==> src/rtl/dmem_arb_pkg.sv <==
// Shared encodings, FSM state type and alignment helper for the dmem arbiter.
package dmem_arb_pkg;

  localparam logic [1:0] DS_BYTE = 2'b00;
  localparam logic [1:0] DS_HALF = 2'b01;
  localparam logic [1:0] DS_RSVD = 2'b10;
  localparam logic [1:0] DS_WORD = 2'b11;

  localparam int unsigned CNT_W = 4;

  typedef enum logic [2:0] {
    ST_IDLE,
    ST_ISSUE,
    ST_WAIT,
    ST_RESP,
    ST_ERR
  } state_e;

  // True when the access size cannot be issued at this byte offset.
  function automatic logic misaligned(input logic [1:0] addr_lo, input logic [1:0] dsize);
    logic bad;
    bad = 1'b0;
    if (dsize == DS_RSVD)      bad = 1'b1;
    else if (dsize == DS_HALF) bad = addr_lo[0];
    else if (dsize == DS_WORD) bad = (addr_lo != 2'b00);
    return bad;
  endfunction

endpackage

==> src/rtl/dmem_arb_if.sv <==
// Requester ports and dmem-side bus of the dmem arbiter.
interface dmem_arb_if #(
  parameter int unsigned AW = 32,
  parameter int unsigned DW = 32
);
  logic          p0_req;
  logic          p0_we;
  logic [1:0]    p0_dsize;
  logic [AW-1:0] p0_addr;
  logic [DW-1:0] p0_wdata;
  logic          p0_ack;
  logic          p0_err;
  logic [DW-1:0] p0_rdata;

  logic          p1_req;
  logic          p1_we;
  logic [1:0]    p1_dsize;
  logic [AW-1:0] p1_addr;
  logic [DW-1:0] p1_wdata;
  logic          p1_ack;
  logic          p1_err;
  logic [DW-1:0] p1_rdata;

  logic          mem_en;
  logic          mem_we;
  logic [1:0]    mem_dsize;
  logic [AW-1:0] mem_addr;
  logic [DW-1:0] mem_wdata;
  logic [DW-1:0] mem_rdata;

  modport slave (
    input  p0_req, p0_we, p0_dsize, p0_addr, p0_wdata,
    output p0_ack, p0_err, p0_rdata,
    input  p1_req, p1_we, p1_dsize, p1_addr, p1_wdata,
    output p1_ack, p1_err, p1_rdata,
    output mem_en, mem_we, mem_dsize, mem_addr, mem_wdata,
    input  mem_rdata
  );

  modport master (
    output p0_req, p0_we, p0_dsize, p0_addr, p0_wdata,
    input  p0_ack, p0_err, p0_rdata,
    output p1_req, p1_we, p1_dsize, p1_addr, p1_wdata,
    input  p1_ack, p1_err, p1_rdata,
    input  mem_en, mem_we, mem_dsize, mem_addr, mem_wdata,
    output mem_rdata
  );
endinterface

==> src/rtl/dmem_arbiter_rr.sv <==
// Combinational two-way round-robin picker; the caller owns last_grant.
module rr_arbiter_2 (
  input  logic [1:0] req_i,
  input  logic       last_grant_i,
  output logic [1:0] grant_c_o
);

  // On a tie the port that did not win last time is favoured.
  always_comb begin
    grant_c_o = req_i;
    if (&req_i) grant_c_o = last_grant_i ? 2'b01 : 2'b10;
  end

endmodule

==> src/rtl/dmem_arbiter.sv <==
// Two-port round-robin arbiter in front of the single-ported data memory.
module dmem_arbiter
  import dmem_arb_pkg::*;
#(
  parameter int unsigned MEM_LAT = 1,
  parameter int unsigned AW      = 32,
  parameter int unsigned DW      = 32
) (
  input  logic     clk,
  input  logic     rst_n,
  dmem_arb_if.slave bus
);

  localparam logic [CNT_W-1:0] CNT_INIT = CNT_W'(MEM_LAT - 1);

  state_e           state_q;
  logic             last_grant_q;
  logic             winner_q;
  logic             we_q;
  logic [CNT_W-1:0] cnt_q;
  logic             p0_ack_q, p0_err_q, p1_ack_q, p1_err_q;
  logic [DW-1:0]    p0_rdata_q, p1_rdata_q;
  logic             mem_en_q, mem_we_q;
  logic [1:0]       mem_dsize_q;
  logic [AW-1:0]    mem_addr_q;
  logic [DW-1:0]    mem_wdata_q;

  logic [1:0]    req_c;
  logic [1:0]    grant_c;
  logic          win_c;
  logic          sel_we_c;
  logic [1:0]    sel_dsize_c;
  logic [AW-1:0] sel_addr_c;
  logic [DW-1:0] sel_wdata_c;

  assign req_c = {bus.p1_req, bus.p0_req};

  rr_arbiter_2 u_rr (
    .req_i        (req_c),
    .last_grant_i (last_grant_q),
    .grant_c_o    (grant_c)
  );

  // Winning port's request fields, only meaningful while some req is high.
  assign win_c       = grant_c[1];
  assign sel_we_c    = win_c ? bus.p1_we    : bus.p0_we;
  assign sel_dsize_c = win_c ? bus.p1_dsize : bus.p0_dsize;
  assign sel_addr_c  = win_c ? bus.p1_addr  : bus.p0_addr;
  assign sel_wdata_c = win_c ? bus.p1_wdata : bus.p0_wdata;

  always_ff @(posedge clk or negedge rst_n) begin
    if (!rst_n) begin
      state_q      <= ST_IDLE;
      last_grant_q <= 1'b1;
      winner_q     <= 1'b0;
      we_q         <= 1'b0;
      cnt_q        <= '0;
      p0_ack_q     <= 1'b0;
      p0_err_q     <= 1'b0;
      p1_ack_q     <= 1'b0;
      p1_err_q     <= 1'b0;
      p0_rdata_q   <= '0;
      p1_rdata_q   <= '0;
      mem_en_q     <= 1'b0;
      mem_we_q     <= 1'b0;
      mem_dsize_q  <= DS_WORD;
      mem_addr_q   <= '0;
      mem_wdata_q  <= '0;
    end else begin
      unique case (state_q)
        ST_IDLE: begin
          if (|req_c) begin
            winner_q     <= win_c;
            last_grant_q <= win_c;
            we_q         <= sel_we_c;
            if (misaligned(sel_addr_c[1:0], sel_dsize_c)) begin
              // Rejected: acknowledge next cycle without touching memory.
              state_q  <= ST_ERR;
              p0_ack_q <= ~win_c;
              p0_err_q <= ~win_c;
              p1_ack_q <= win_c;
              p1_err_q <= win_c;
            end else begin
              state_q     <= ST_ISSUE;
              mem_en_q    <= 1'b1;
              mem_we_q    <= sel_we_c;
              mem_dsize_q <= sel_dsize_c;
              mem_addr_q  <= sel_addr_c;
              mem_wdata_q <= sel_wdata_c;
            end
          end
        end
        ST_ISSUE: begin
          mem_en_q <= 1'b0;
          mem_we_q <= 1'b0;
          cnt_q    <= CNT_INIT;
          state_q  <= ST_WAIT;
        end
        ST_WAIT: begin
          if (cnt_q == '0) begin
            if (!we_q) begin
              if (winner_q) p1_rdata_q <= bus.mem_rdata;
              else          p0_rdata_q <= bus.mem_rdata;
            end
            p0_ack_q <= ~winner_q;
            p1_ack_q <= winner_q;
            state_q  <= ST_RESP;
          end else begin
            cnt_q <= cnt_q - CNT_W'(1);
          end
        end
        ST_RESP, ST_ERR: begin
          p0_ack_q <= 1'b0;
          p0_err_q <= 1'b0;
          p1_ack_q <= 1'b0;
          p1_err_q <= 1'b0;
          state_q  <= ST_IDLE;
        end
        default: state_q <= ST_IDLE;
      endcase
    end
  end

  assign bus.p0_ack    = p0_ack_q;
  assign bus.p0_err    = p0_err_q;
  assign bus.p0_rdata  = p0_rdata_q;
  assign bus.p1_ack    = p1_ack_q;
  assign bus.p1_err    = p1_err_q;
  assign bus.p1_rdata  = p1_rdata_q;
  assign bus.mem_en    = mem_en_q;
  assign bus.mem_we    = mem_we_q;
  assign bus.mem_dsize = mem_dsize_q;
  assign bus.mem_addr  = mem_addr_q;
  assign bus.mem_wdata = mem_wdata_q;

endmodule

==> src/flat_wrapper.sv <==
// flat-port wrapper written by rule: the top's interface ports become plain ports
module dmem_arbiter_flat import dmem_arb_pkg::*;
#(
  parameter int unsigned MEM_LAT = 1,
  parameter int unsigned AW      = 32,
  parameter int unsigned DW      = 32
)
  (clk, rst_n, bus_p0_req, bus_p0_we, bus_p0_dsize, bus_p0_addr, bus_p0_wdata, bus_p0_ack, bus_p0_err, bus_p0_rdata, bus_p1_req, bus_p1_we, bus_p1_dsize, bus_p1_addr, bus_p1_wdata, bus_p1_ack, bus_p1_err, bus_p1_rdata, bus_mem_en, bus_mem_we, bus_mem_dsize, bus_mem_addr, bus_mem_wdata, bus_mem_rdata);
  dmem_arb_if #(.AW(AW), .DW(DW)) bus_i ();
  input  logic clk;
  input  logic rst_n;
  input wire logic [$bits(bus_i.p0_req)-1:0] bus_p0_req;
  input wire logic [$bits(bus_i.p0_we)-1:0] bus_p0_we;
  input wire logic [$bits(bus_i.p0_dsize)-1:0] bus_p0_dsize;
  input wire logic [$bits(bus_i.p0_addr)-1:0] bus_p0_addr;
  input wire logic [$bits(bus_i.p0_wdata)-1:0] bus_p0_wdata;
  output wire logic [$bits(bus_i.p0_ack)-1:0] bus_p0_ack;
  output wire logic [$bits(bus_i.p0_err)-1:0] bus_p0_err;
  output wire logic [$bits(bus_i.p0_rdata)-1:0] bus_p0_rdata;
  input wire logic [$bits(bus_i.p1_req)-1:0] bus_p1_req;
  input wire logic [$bits(bus_i.p1_we)-1:0] bus_p1_we;
  input wire logic [$bits(bus_i.p1_dsize)-1:0] bus_p1_dsize;
  input wire logic [$bits(bus_i.p1_addr)-1:0] bus_p1_addr;
  input wire logic [$bits(bus_i.p1_wdata)-1:0] bus_p1_wdata;
  output wire logic [$bits(bus_i.p1_ack)-1:0] bus_p1_ack;
  output wire logic [$bits(bus_i.p1_err)-1:0] bus_p1_err;
  output wire logic [$bits(bus_i.p1_rdata)-1:0] bus_p1_rdata;
  output wire logic [$bits(bus_i.mem_en)-1:0] bus_mem_en;
  output wire logic [$bits(bus_i.mem_we)-1:0] bus_mem_we;
  output wire logic [$bits(bus_i.mem_dsize)-1:0] bus_mem_dsize;
  output wire logic [$bits(bus_i.mem_addr)-1:0] bus_mem_addr;
  output wire logic [$bits(bus_i.mem_wdata)-1:0] bus_mem_wdata;
  input wire logic [$bits(bus_i.mem_rdata)-1:0] bus_mem_rdata;
  assign bus_i.p0_req = bus_p0_req;
  assign bus_i.p0_we = bus_p0_we;
  assign bus_i.p0_dsize = bus_p0_dsize;
  assign bus_i.p0_addr = bus_p0_addr;
  assign bus_i.p0_wdata = bus_p0_wdata;
  assign bus_p0_ack = bus_i.p0_ack;
  assign bus_p0_err = bus_i.p0_err;
  assign bus_p0_rdata = bus_i.p0_rdata;
  assign bus_i.p1_req = bus_p1_req;
  assign bus_i.p1_we = bus_p1_we;
  assign bus_i.p1_dsize = bus_p1_dsize;
  assign bus_i.p1_addr = bus_p1_addr;
  assign bus_i.p1_wdata = bus_p1_wdata;
  assign bus_p1_ack = bus_i.p1_ack;
  assign bus_p1_err = bus_i.p1_err;
  assign bus_p1_rdata = bus_i.p1_rdata;
  assign bus_mem_en = bus_i.mem_en;
  assign bus_mem_we = bus_i.mem_we;
  assign bus_mem_dsize = bus_i.mem_dsize;
  assign bus_mem_addr = bus_i.mem_addr;
  assign bus_mem_wdata = bus_i.mem_wdata;
  assign bus_i.mem_rdata = bus_mem_rdata;
  dmem_arbiter #(.MEM_LAT(MEM_LAT), .AW(AW), .DW(DW)) u_core (.clk(clk), .rst_n(rst_n), .bus(bus_i));
endmodule
==> config.mk <==
export PLATFORM = sky130hd
export DESIGN_NAME = dmem_arbiter_flat
export DESIGN_NICKNAME = d
export VERILOG_FILES = /design/src/rtl/dmem_arb_pkg.sv /design/src/rtl/dmem_arb_if.sv /design/src/rtl/dmem_arbiter_rr.sv /design/src/rtl/dmem_arbiter.sv /design/src/flat_wrapper.sv
export SDC_FILE = /design/constraint.sdc
export NUM_CORES = 1
export LEC_CHECK = 0
export ABC_AREA = 1
export CAP_MARGIN = 20
export CORE_MARGIN = 4
export CORE_UTILIZATION = 42
export DETAILED_ROUTE_END_ITERATION = 10
export MAX_ROUTING_LAYER = met4
export PLACE_DENSITY = 0.9
export SLEW_MARGIN = 10
export SYNTH_ARGS = -nofsm -noshare
export SYNTH_HDL_FRONTEND = slang
export SYNTH_SLANG_ARGS = --single-unit
==> constraint.sdc <==
create_clock -name clk -period 2 [get_ports clk]
set_clock_uncertainty 0.15 [all_clocks]
set_input_delay 0.3 -clock clk [delete_from_list [all_inputs] [get_ports clk]]
set_output_delay 0.3 -clock clk [all_outputs]
set_load 0.01 [all_outputs]
[Yosys cells after proc, flatten, opt, wreduce, memory -nomap -nowiden]
Index checks and enable logic that the tools add are counted.
Word-level totals
  output and inout bits: 136
  flip-flop bits (word level): 146
  word-level logic and storage cells: 85
  input bits: 170
Operators by class
  bitwise operators: 4
  reductions and logical operators: 19
  equal/unequal tests: 12
  $add $sub $neg: 1
  muxes and demuxes: 33
Operators by type and width (number)
  32-bit 2-to-1 mux: 2
  1-bit 2-to-1 mux: 16
  4-bit AND reduction: 3
  3-bit 2-to-1 mux: 3
  3-bit case mux with 3 select lines: 1
  3-bit AND reduction: 3
  1-bit case mux with 2 select lines: 4
  4-bit case mux with 2 select lines: 1
  2-bit AND reduction: 4
  2-bit nonzero test: 4
  3-bit by 2-bit == test with 1-bit output (second input constant): 2
  2-bit 2-to-1 mux: 3
  2-bit by 1-bit inequality test with 1-bit output (second input constant): 3
  1-bit case mux with 3 select lines: 2
  2-bit == test (second input constant): 2
  4-bit zero test: 1
  4-bit 2-to-1 mux: 1
  2-bit inequality test (second input constant): 2
  1-bit NOT: 4
  2-bit OR reduction: 2
  4-bit by 1-bit subtractor with 4-bit output (second input constant): 1
  3-bit by 1-bit == test with 1-bit output (second input constant): 1
  3-bit == test (second input constant): 1
  3-bit zero test: 1
  2 further kinds: 2

[Depth between registers and ports, before layout]
Gate-level depths: netlist of the first run.
  depth in word-level cells: 12
  depth in mapped cells: 12
  depth with buffers taken out: 12

[Cells and area by module]
Synthesis of the first run repeated with hierarchy kept, for this count alone.
Second synthesis, totals
  cell total of the unflattened synthesis: 840
  area, all modules: 6511.2 µm²
Modules (own cells, without submodules)
  dmem_arbiter: seq. area each 3657.3 µm², area each 6490.0 µm², times used 1, cells an instance 835
  rr_arbiter_2: seq. area each 0.0 µm², area each 21.3 µm², times used 1, cells an instance 5

[Worst setup path before layout of the first run]
No wires, ideal clock.
  path kind: reg-to-reg
  from: register u_core.last_grant_q
  to: register u_core.mem_addr_q[28], in the netlist u_core.bus.mem_addr[28]
  path buffers: 2
  required time: 1.727 ns
  path slack: 0.286 ns
  arrival: 1.441 ns
  setup time: 0.123 ns
  period minus slack after synthesis: 1.714 ns
  stages on the path, launching flop included: 12
  path through: dfstp_2 nand2_2 nand2_4 nand2_2 nand2_2 nand2_1 nand2_2 nand3_4 buf_4 buf_2 nand2_1 nand2_1
On the way
  cells in the longest elaborated chain, start to end: 11
  elaborated cells on any way between the ends: 15
  those cells by class: 3 x eq/ne; 9 x mux; 1 x bitwise; 2 x reduce/logical
Ends and longest elaborated chain
  start, declared: line dmem_arbiter.sv:17  | logic last_grant_q;
  start signal, assigned: line dmem_arbiter.sv:74  | last_grant_q <= win_c;
  2-bit 2-to-1 mux (*) (2 in a row): line dmem_arbiter_rr.sv:11  | if (&req_i) grant_c_o = last_grant_i ? 2'b01 : 2'b10;
  2-bit 2-to-1 mux or 32-bit 2-to-1 mux (tied branches): line dmem_arbiter.sv:47, dmem_arbiter.sv:48
  2-bit == test or 2-bit nonzero test (tied branches): line dmem_arb_pkg.sv:25  | else if (dsize == DS_WORD) bad = (addr_lo != 2'b00);
  1-bit 2-to-1 mux: line dmem_arb_pkg.sv:25
  1-bit 2-to-1 mux: line dmem_arb_pkg.sv:24  | else if (dsize == DS_HALF) bad = addr_lo[0];
  1-bit 2-to-1 mux: line dmem_arb_pkg.sv:23  | if (dsize == DS_RSVD) bad = 1'b1;
  1-bit 2-to-1 mux: line dmem_arbiter.sv:72  | if (|req_c) begin
  1-bit 2-to-1 mux: line dmem_arbiter.sv:70  | unique case (state_q)
  1-bit NOT (no source line)
  3-bit AND reduction (no source line)
  end signal, assigned: line dmem_arbiter.sv:88  | mem_addr_q <= sel_addr_c;
  end, declared: line dmem_arbiter.sv:25  | logic [AW-1:0] mem_addr_q;
Mark *: on every way between the ends. The rest lies on a longest branch, timed or not. The select of a mux whose other input is x is not followed.
A chain may end at the register's enable or synchronous reset.

[Final worst setup path of the first run]
  from: register u_core.last_grant_q
  to: register u_core.p0_err_q, in the netlist u_core.bus.p0_err
On the way
  cells in the longest elaborated chain, start to end: 11
  elaborated cells on any way between the ends: 19
  those cells by class: 4 x eq/ne; 12 x mux; 1 x bitwise; 2 x reduce/logical
Ends and longest elaborated chain
  2-bit 2-to-1 mux (*) (2 in a row): line dmem_arbiter_rr.sv:11
  2-bit 2-to-1 mux or 32-bit 2-to-1 mux (tied branches): line dmem_arbiter.sv:47, dmem_arbiter.sv:48
  2-bit == test or 2-bit nonzero test (tied branches): line dmem_arb_pkg.sv:25
  1-bit 2-to-1 mux: line dmem_arb_pkg.sv:25
  1-bit 2-to-1 mux: line dmem_arb_pkg.sv:24
  1-bit 2-to-1 mux: line dmem_arb_pkg.sv:23
  1-bit 2-to-1 mux: line dmem_arbiter.sv:72
  1-bit 2-to-1 mux: line dmem_arbiter.sv:70
  2-bit by 1-bit inequality test with 1-bit output (no source line)
  3-bit AND reduction (no source line)
  end signal, assigned: line dmem_arbiter.sv:80  | p0_err_q <= ~win_c;
  end, declared: line dmem_arbiter.sv:21  | logic p0_ack_q, p0_err_q, p1_ack_q, p1_err_q;
Marks and branches as above.

==> results.yml, run 1 <==
cts:
  root_buffer: "clkbuf_16"
  cts.sinks: 146
  numCtsBuffers: 17
  clk_pin_slew_ns: 0.07
  cts_tree: "built"
  h-tree-depth: 4
  insertion_delay_ns: 0.41
  clk_path_buf_depth: 2
synthesis:
  synth_xor_area_share_pct: 0.132
  syn_area_per_cell_um2: 9.31
  syn_nets: 882
  synth.distinct_cells: 34
  synth_adder_area_share_pct: 0.189
  synth_seq_area_share_pct: 55.2
  synth_simple_gate_area_share_pct: 22.3
  ys_ff_latch: 146
  synth_mux_area_share_pct: 0
  synth_compound_area_share_pct: 15.7
  mappedNetlistArea_um2: 6620
  synth_top_family_by_area: "simple AND/OR/NAND/NOR gates"
  ys_warn_count: 0
  netlist_instances: 711
layout:
  final_nets: 1207
  post_layout_nonfiller_instances: 1264
  final_common_cell: "clkdlybuf4s50_1"
  drive_gt1_share_pct: 18.4
  final_util_pct: 70.1
  fill_cells: 1114
  final_cell_mix: "302 x clkdlybuf4s50_1, 232 x nand2_1, 143 x dfrtp_1, 63 x or2_2, 60 x o21ai_0"
  areaGrowthSynthToFinish_pct: 62.2
power:
  p_leak_nw: 5.00
  power_frac_clock_pct: 19.0
  pwr-share-comb_pct: 47.6
  switching_share_pct: 36.4
  ir_drop_mv: 0.908
  p_switching_w: 0.00582
  power_frac_seq_pct: 33.5
  p_int_w: 0.0101
  p_per_area_nw_per_um2: 1490
timing:
  finalSetupViolations: 0
  slew_headroom_pct: 71.5
  fin_crit_sh_pct: 94.8
  worst_slew_pin_slew_ns: 0.427
  fmax_ghz: 0.528
  slew_viol_final: 0
  period_minus_slack_ns: 1.90
  rsz0062_at_grt: "no"
  hold_violations: 0
routing:
  ant_nets: 0
  dr.first_iter.drc_count: 359
  first_pass_iters: 5
  wl_um: 22300
  routedWlPerCell_um: 17.6
  via_per_inst: 4.99
  drc: 0
  vias: 6303
place:
  routabilityCongestion: 0.880
  dp_hpwl_um: 16500
  io_buffers: 305
  dp.cells: 1224
global_route:
  grt_max_degree: 65
  grt_pass1_vias: 6541
  antenna_found_initial: 4
  grt-ovfl-total: 0
  grt_pass1_wl_um: 34600
  gr-usage-all-layers_pct: 25.4
worst_setup_path:
  path_class: "reg2reg"
  setup.worst_path.start_class: "flop"
  crit_arrival_ns: 2.05
  worstPathRequired_ns: 2.15
  worstPathMaxFanout: 3
  end_kind: "flop"
floorplanning:
  die_x_um: 134
  die_y_um: 134
  rows: 45
  die-area_um2: 17800
  ios: 306
  core_um2: 15300
  start_util_pct: 43.2
run:
  cap_violations: 0
outcome:
  outcome: "finished clean"
worst_hold_path:
  hp-class: "in2async"
## cell type report
class	count	area (µm²)	share of cell area [%]
Sequential cell	146	3660	34.1
Timing Repair Buffer	345	3480	32.4
Inverter	52	198	1.84
Multi-Input combinational cell	474	2570	23.9
Clock inverter	14	130	1.21
Tap cell	211	264	2.46
Clock buffer	18	429	4.00
Antenna cell	4	10.0	0.0932
## repair_timing
action	4_1_cts	5_1_grt
buffers inserted	0	1
cloned	0	2
hold buffers	1	0
endpoints found under the hold margin	36	0
pin swaps	0	1
gates resized for setup	1	10
setup endpoints to repair	1	47
## logic make-up after synthesis
| logic type | Yosys count |
|---|---|
| AO/OA/AOI/OAI | 139 |
| XOR/XNOR | 1 |
| adder cells (fa/ha/maj) | 1 |
| buffers and inverters | 92 |
| flip-flops | 146 |
| AND/OR/NAND/NOR | 332 |
## cells in the mapped netlist
library cell	number	area, µm²
nand4_2	1	12.5
xor2_1	1	8.76
buf_2	6	30.0
buf_12	3	60.1
ha_1	1	12.5
nor2_1	10	37.5
o22ai_1	1	6.26
inv_2	4	15.0
nor3_1	3	15.0
nand2_2	5	31.3
or2_2	63	394
buf_6	1	11.3
nand3_1	11	55.1
o211ai_2	36	450
nand3_2	1	10.0
o211ai_1	26	195
clkinv_1	1	3.75
buf_1	2	7.51
nor3b_1	1	7.51
o21ai_1	12	60.1
a21oi_1	2	10.0
o31ai_1	1	7.51
clkbuf_1	25	93.8
inv_1	47	176
dfstp_2	3	78.8
o21ai_0	60	300
buf_4	2	15.0
buf_8	1	15.0
nand2_1	234	878
nand3_4	1	17.5
nand2_4	1	11.3
nor2_2	1	6.26
o21bai_1	1	7.51
dfrtp_1	143	3580
## critical path, cell delays in order, from the launching register on
cell     delay, ns
dfstp_2       0.55
nand2_4       0.07
buf_4         0.14
nand3_1       0.07
nand2_1       0.08
nand2_1       0.08
nand2_2       0.07
buf_4         0.14
nand2_1       0.06
nand2_2       0.07
nand2_2       0.09
nand2_1       0.07
nand2_1       0.08
nand2_1       0.06
## metal layers
| layer | vias to the layer above | wire length (µm) | track usage (%) |
|---|---|---|---|
| met4 | 0 | 503 | 9.37 |
| met5 | - | 0 | - |
| met1 | 3006 | 8880 | 31.2 |
| li1 | 2959 | - | - |
| met3 | 30 | 2070 | 7.44 |
| met2 | 308 | 10800 | 40.0 |
## worst paths after layout
kind                                     start  depth (start not counted)  slack (ns)                 endpoint
max reg2reg                u_core.last_grant_q                         13        0.10        u_core.bus.p0_err
min in group clk             bus_mem_rdata[31]                          3        0.31  u_core.bus.p1_rdata[31]
max                        u_core.last_grant_q                         13        0.10        u_core.bus.p0_err
max in group asynchronous                rst_n                          3        0.85  u_core.bus.mem_dsize[1]
min reg2reg                  u_core.bus.mem_en                          2        0.33        u_core.bus.mem_en
min                                      rst_n                          2        0.20  u_core.bus.p1_rdata[29]
## power by group through the flow
stage,Sequential [W],Combinational [W],Clock [W]
global placement,0.00529,0.00727,0
global route,0.00552,0.00827,0.00320
CTS,0.00533,0.00755,0.00307
finish,0.00535,0.00760,0.00303
detailed placement,0.00532,0.00751,0
floorplan,0.00587,0.00268,0
## stage by stage
step	hold WS, ns	worst slack (ns)	cell area [µm²]	total power [W]	setup TNS (ns)
after floorplan	-0.146	0.286	6620	0.00854	0
final	0.205	0.104	10700	0.0160	0
after global placement	0.0817	-0.172	10100	0.0126	-9.59
after detailed placement	0.0830	-0.218	10100	0.0128	-12.63
after global routing	0.228	0.00882	10700	0.0170	0
after CTS	0.197	0.00397	10700	0.0160	0
## flip-flops by register name (all words and copies together) (netlist names)
| name | cells |
|---|---|
| u_core.winner_q | 1 |
| u_core.bus.p1_err | 1 |
| u_core.bus.p1_ack | 1 |
| u_core.bus.p0_err | 1 |
| u_core.bus.p1_rdata | 32 |
| u_core.bus.mem_addr | 32 |
| u_core.bus.mem_wdata | 32 |
| u_core.bus.mem_we | 1 |
| u_core.last_grant_q | 1 |
| u_core.cnt_q | 4 |
| u_core.bus.p0_rdata | 32 |
| u_core.we_q | 1 |
| u_core.bus.mem_dsize | 2 |
| u_core.state_q | 3 |
| u_core.bus.p0_ack | 1 |
| u_core.bus.mem_en | 1 |
Power figures use the tool's default switching activity.
==> run 2, diff against run 1 <==
- CORE_MARGIN: 4 -> 2
==> run 2 against run 1 <==
  * First-iteration DRC count fell by 13%
  * Fmax is 3.1% lower
  * Routed wire length fell by 7.5%
  * Register-to-register slack barely moved
  * Critical path type is now reg2out
  * Largest power group unchanged
==> results.yml, run 2 (synthesized netlist as in run 1, its figures left out) <==
outcome:
  outcome: "finished clean"
worst_setup_path:
  crit_path_max_incr_delay_ns: 0.56
  worstPathMaxFanout: 2
  path_class: "reg2out"
  r2r-start: "u_core.last_grant_q"
  worstPathRequired_ns: 1.55
  r2r-end: "u_core.bus.mem_wdata[5]"
  crit_path_cell_trace: "clkdlybuf4s50_1"
  reg2regPathDepth: 11
  crit_arrival_ns: 1.51
  cp_slowest_cell: "clkdlybuf4s50_1"
  end_kind: "output pin"
  critPathBufInv: 1
  crit_family: "buffers and inverters"
  setup.worst_path.start_class: "flop"
  rrSetupSlack_ns: 0.09
floorplanning:
  die_y_um: 130
  rows: 45
  die_x_um: 130
  start_util_pct: 43.2
  die-area_um2: 16800
  core_um2: 15300
  ios: 306
layout:
  final_util_pct: 69.2
  drive_gt1_share_pct: 16.7
  final_area_um2: 10600
  final_cell_mix: "303 x clkdlybuf4s50_1, 234 x nand2_1, 143 x dfrtp_1, 63 x or2_2, 60 x o21ai_0"
  final_nets: 1193
  final_common_cell: "clkdlybuf4s50_1"
  areaGrowthSynthToFinish_pct: 60.0
  antennaDiodeCount: 0
routing:
  first_pass_iters: 7
  ant_nets: 0
  dr.first_iter.drc_count: 312
  vias: 6123
  via_per_inst: 4.92
  routedWlPerCell_um: 16.6
  wl_um: 20600
  drc: 0
timing:
  hold_ws_ns: 0.219
  worst_slew_pin_slew_ns: 0.504
  rsz0062_at_grt: "yes"
  finalSetupViolations: 0
  hold_violations: 0
  slew_headroom_pct: 66.4
  period_minus_slack_ns: 1.96
  slew_viol_final: 0
  fin_crit_sh_pct: 97.8
  fmax_ghz: 0.511
place:
  io_buffers: 305
  routabilityCongestion: 0.875
  dp_hpwl_um: 14900
  dpl_cell_area_um2: 9970
cts:
  postCtsSetupBuffers: 0
  clk_pin_slew_ns: 0.06
  cts_tree: "built"
  root_buffer: "clkbuf_16"
  h-tree-depth: 4
  numCtsBuffers: 17
  insertion_delay_ns: 0.42
  cts.sinks: 146
  clk_path_buf_depth: 2
power:
  ir_drop_mv: 0.988
  p_leak_nw: 4.93
  p_per_area_nw_per_um2: 1490
  power.total_w: 0.0158
global_route:
  grt_pass1_vias: 6206
  grt-ovfl-total: 0
  gr-usage-all-layers_pct: 25.0
  antenna_found_initial: 0
  grt_pass1_wl_um: 31200
  grt_max_degree: 65
worst_hold_path:
  hp-class: "in2async"
run:
  cap_violations: 0
-- run 2: area by class of cell --
type / count / area (µm²)
clock buffers: 19 / 443
clock inverters: 12 / 133
fillers: 1090 / 4720
inverters: 52 / 198
multi-input cells: 473 / 2530
flip-flops and latches: 146 / 3660
well taps: 211 / 264
repair buffers: 332 / 3360
-- run 2: what timing repair did --
item                                    CTS  global route
endpoints found under the setup margin   47            48
endpoints found under the hold margin    39             0
hold buffers                              1             0
cloned                                    0             1
resized for setup                         1             4
-- run 2: how the worst max path moves through the flow --
stage,end,slack (ns),start,cells past startpoint
after global placement,u_core.bus.mem_addr[16],-0.28,bus_p1_req,10
after floorplan,u_core.bus.mem_addr[28],0.29,u_core.last_grant_q,11
after detailed placement,u_core.bus.mem_addr[6],-0.39,bus_p1_req,10
final,bus_mem_dsize[0],0.04,u_core.bus.mem_dsize[0],1
after global routing,u_core.bus.mem_wdata[15],-0.02,u_core.last_grant_q,11
after CTS,bus_mem_dsize[1],0.02,u_core.bus.mem_dsize[1],1
-- run 2: power breakdown --
part	internal, W	switching [W]	leakage, nW
clock network	0.00187	0.00127	0.276
registers	0.00445	0.000855	1.77
logic	0.00385	0.00353	2.88
total	0.0102	0.00566	4.93
-- run 2: metal layers --
layer,global-route usage (%),wire (µm)
met1,28.7,8170
met2,40.2,9710
met3,8.18,1990
met4,11.0,759
met5,-,0
-- run 2: stage by stage --
step                      setup WS (ns)  std cells  TNS [ns]
after global routing            -0.0224       1245    -0.119
after CTS                        0.0212       1244         0
after detailed placement         -0.387       1212    -20.68
final                            0.0444       1245         0
after floorplan                   0.286        711         0
after global placement           -0.278       1212    -16.64
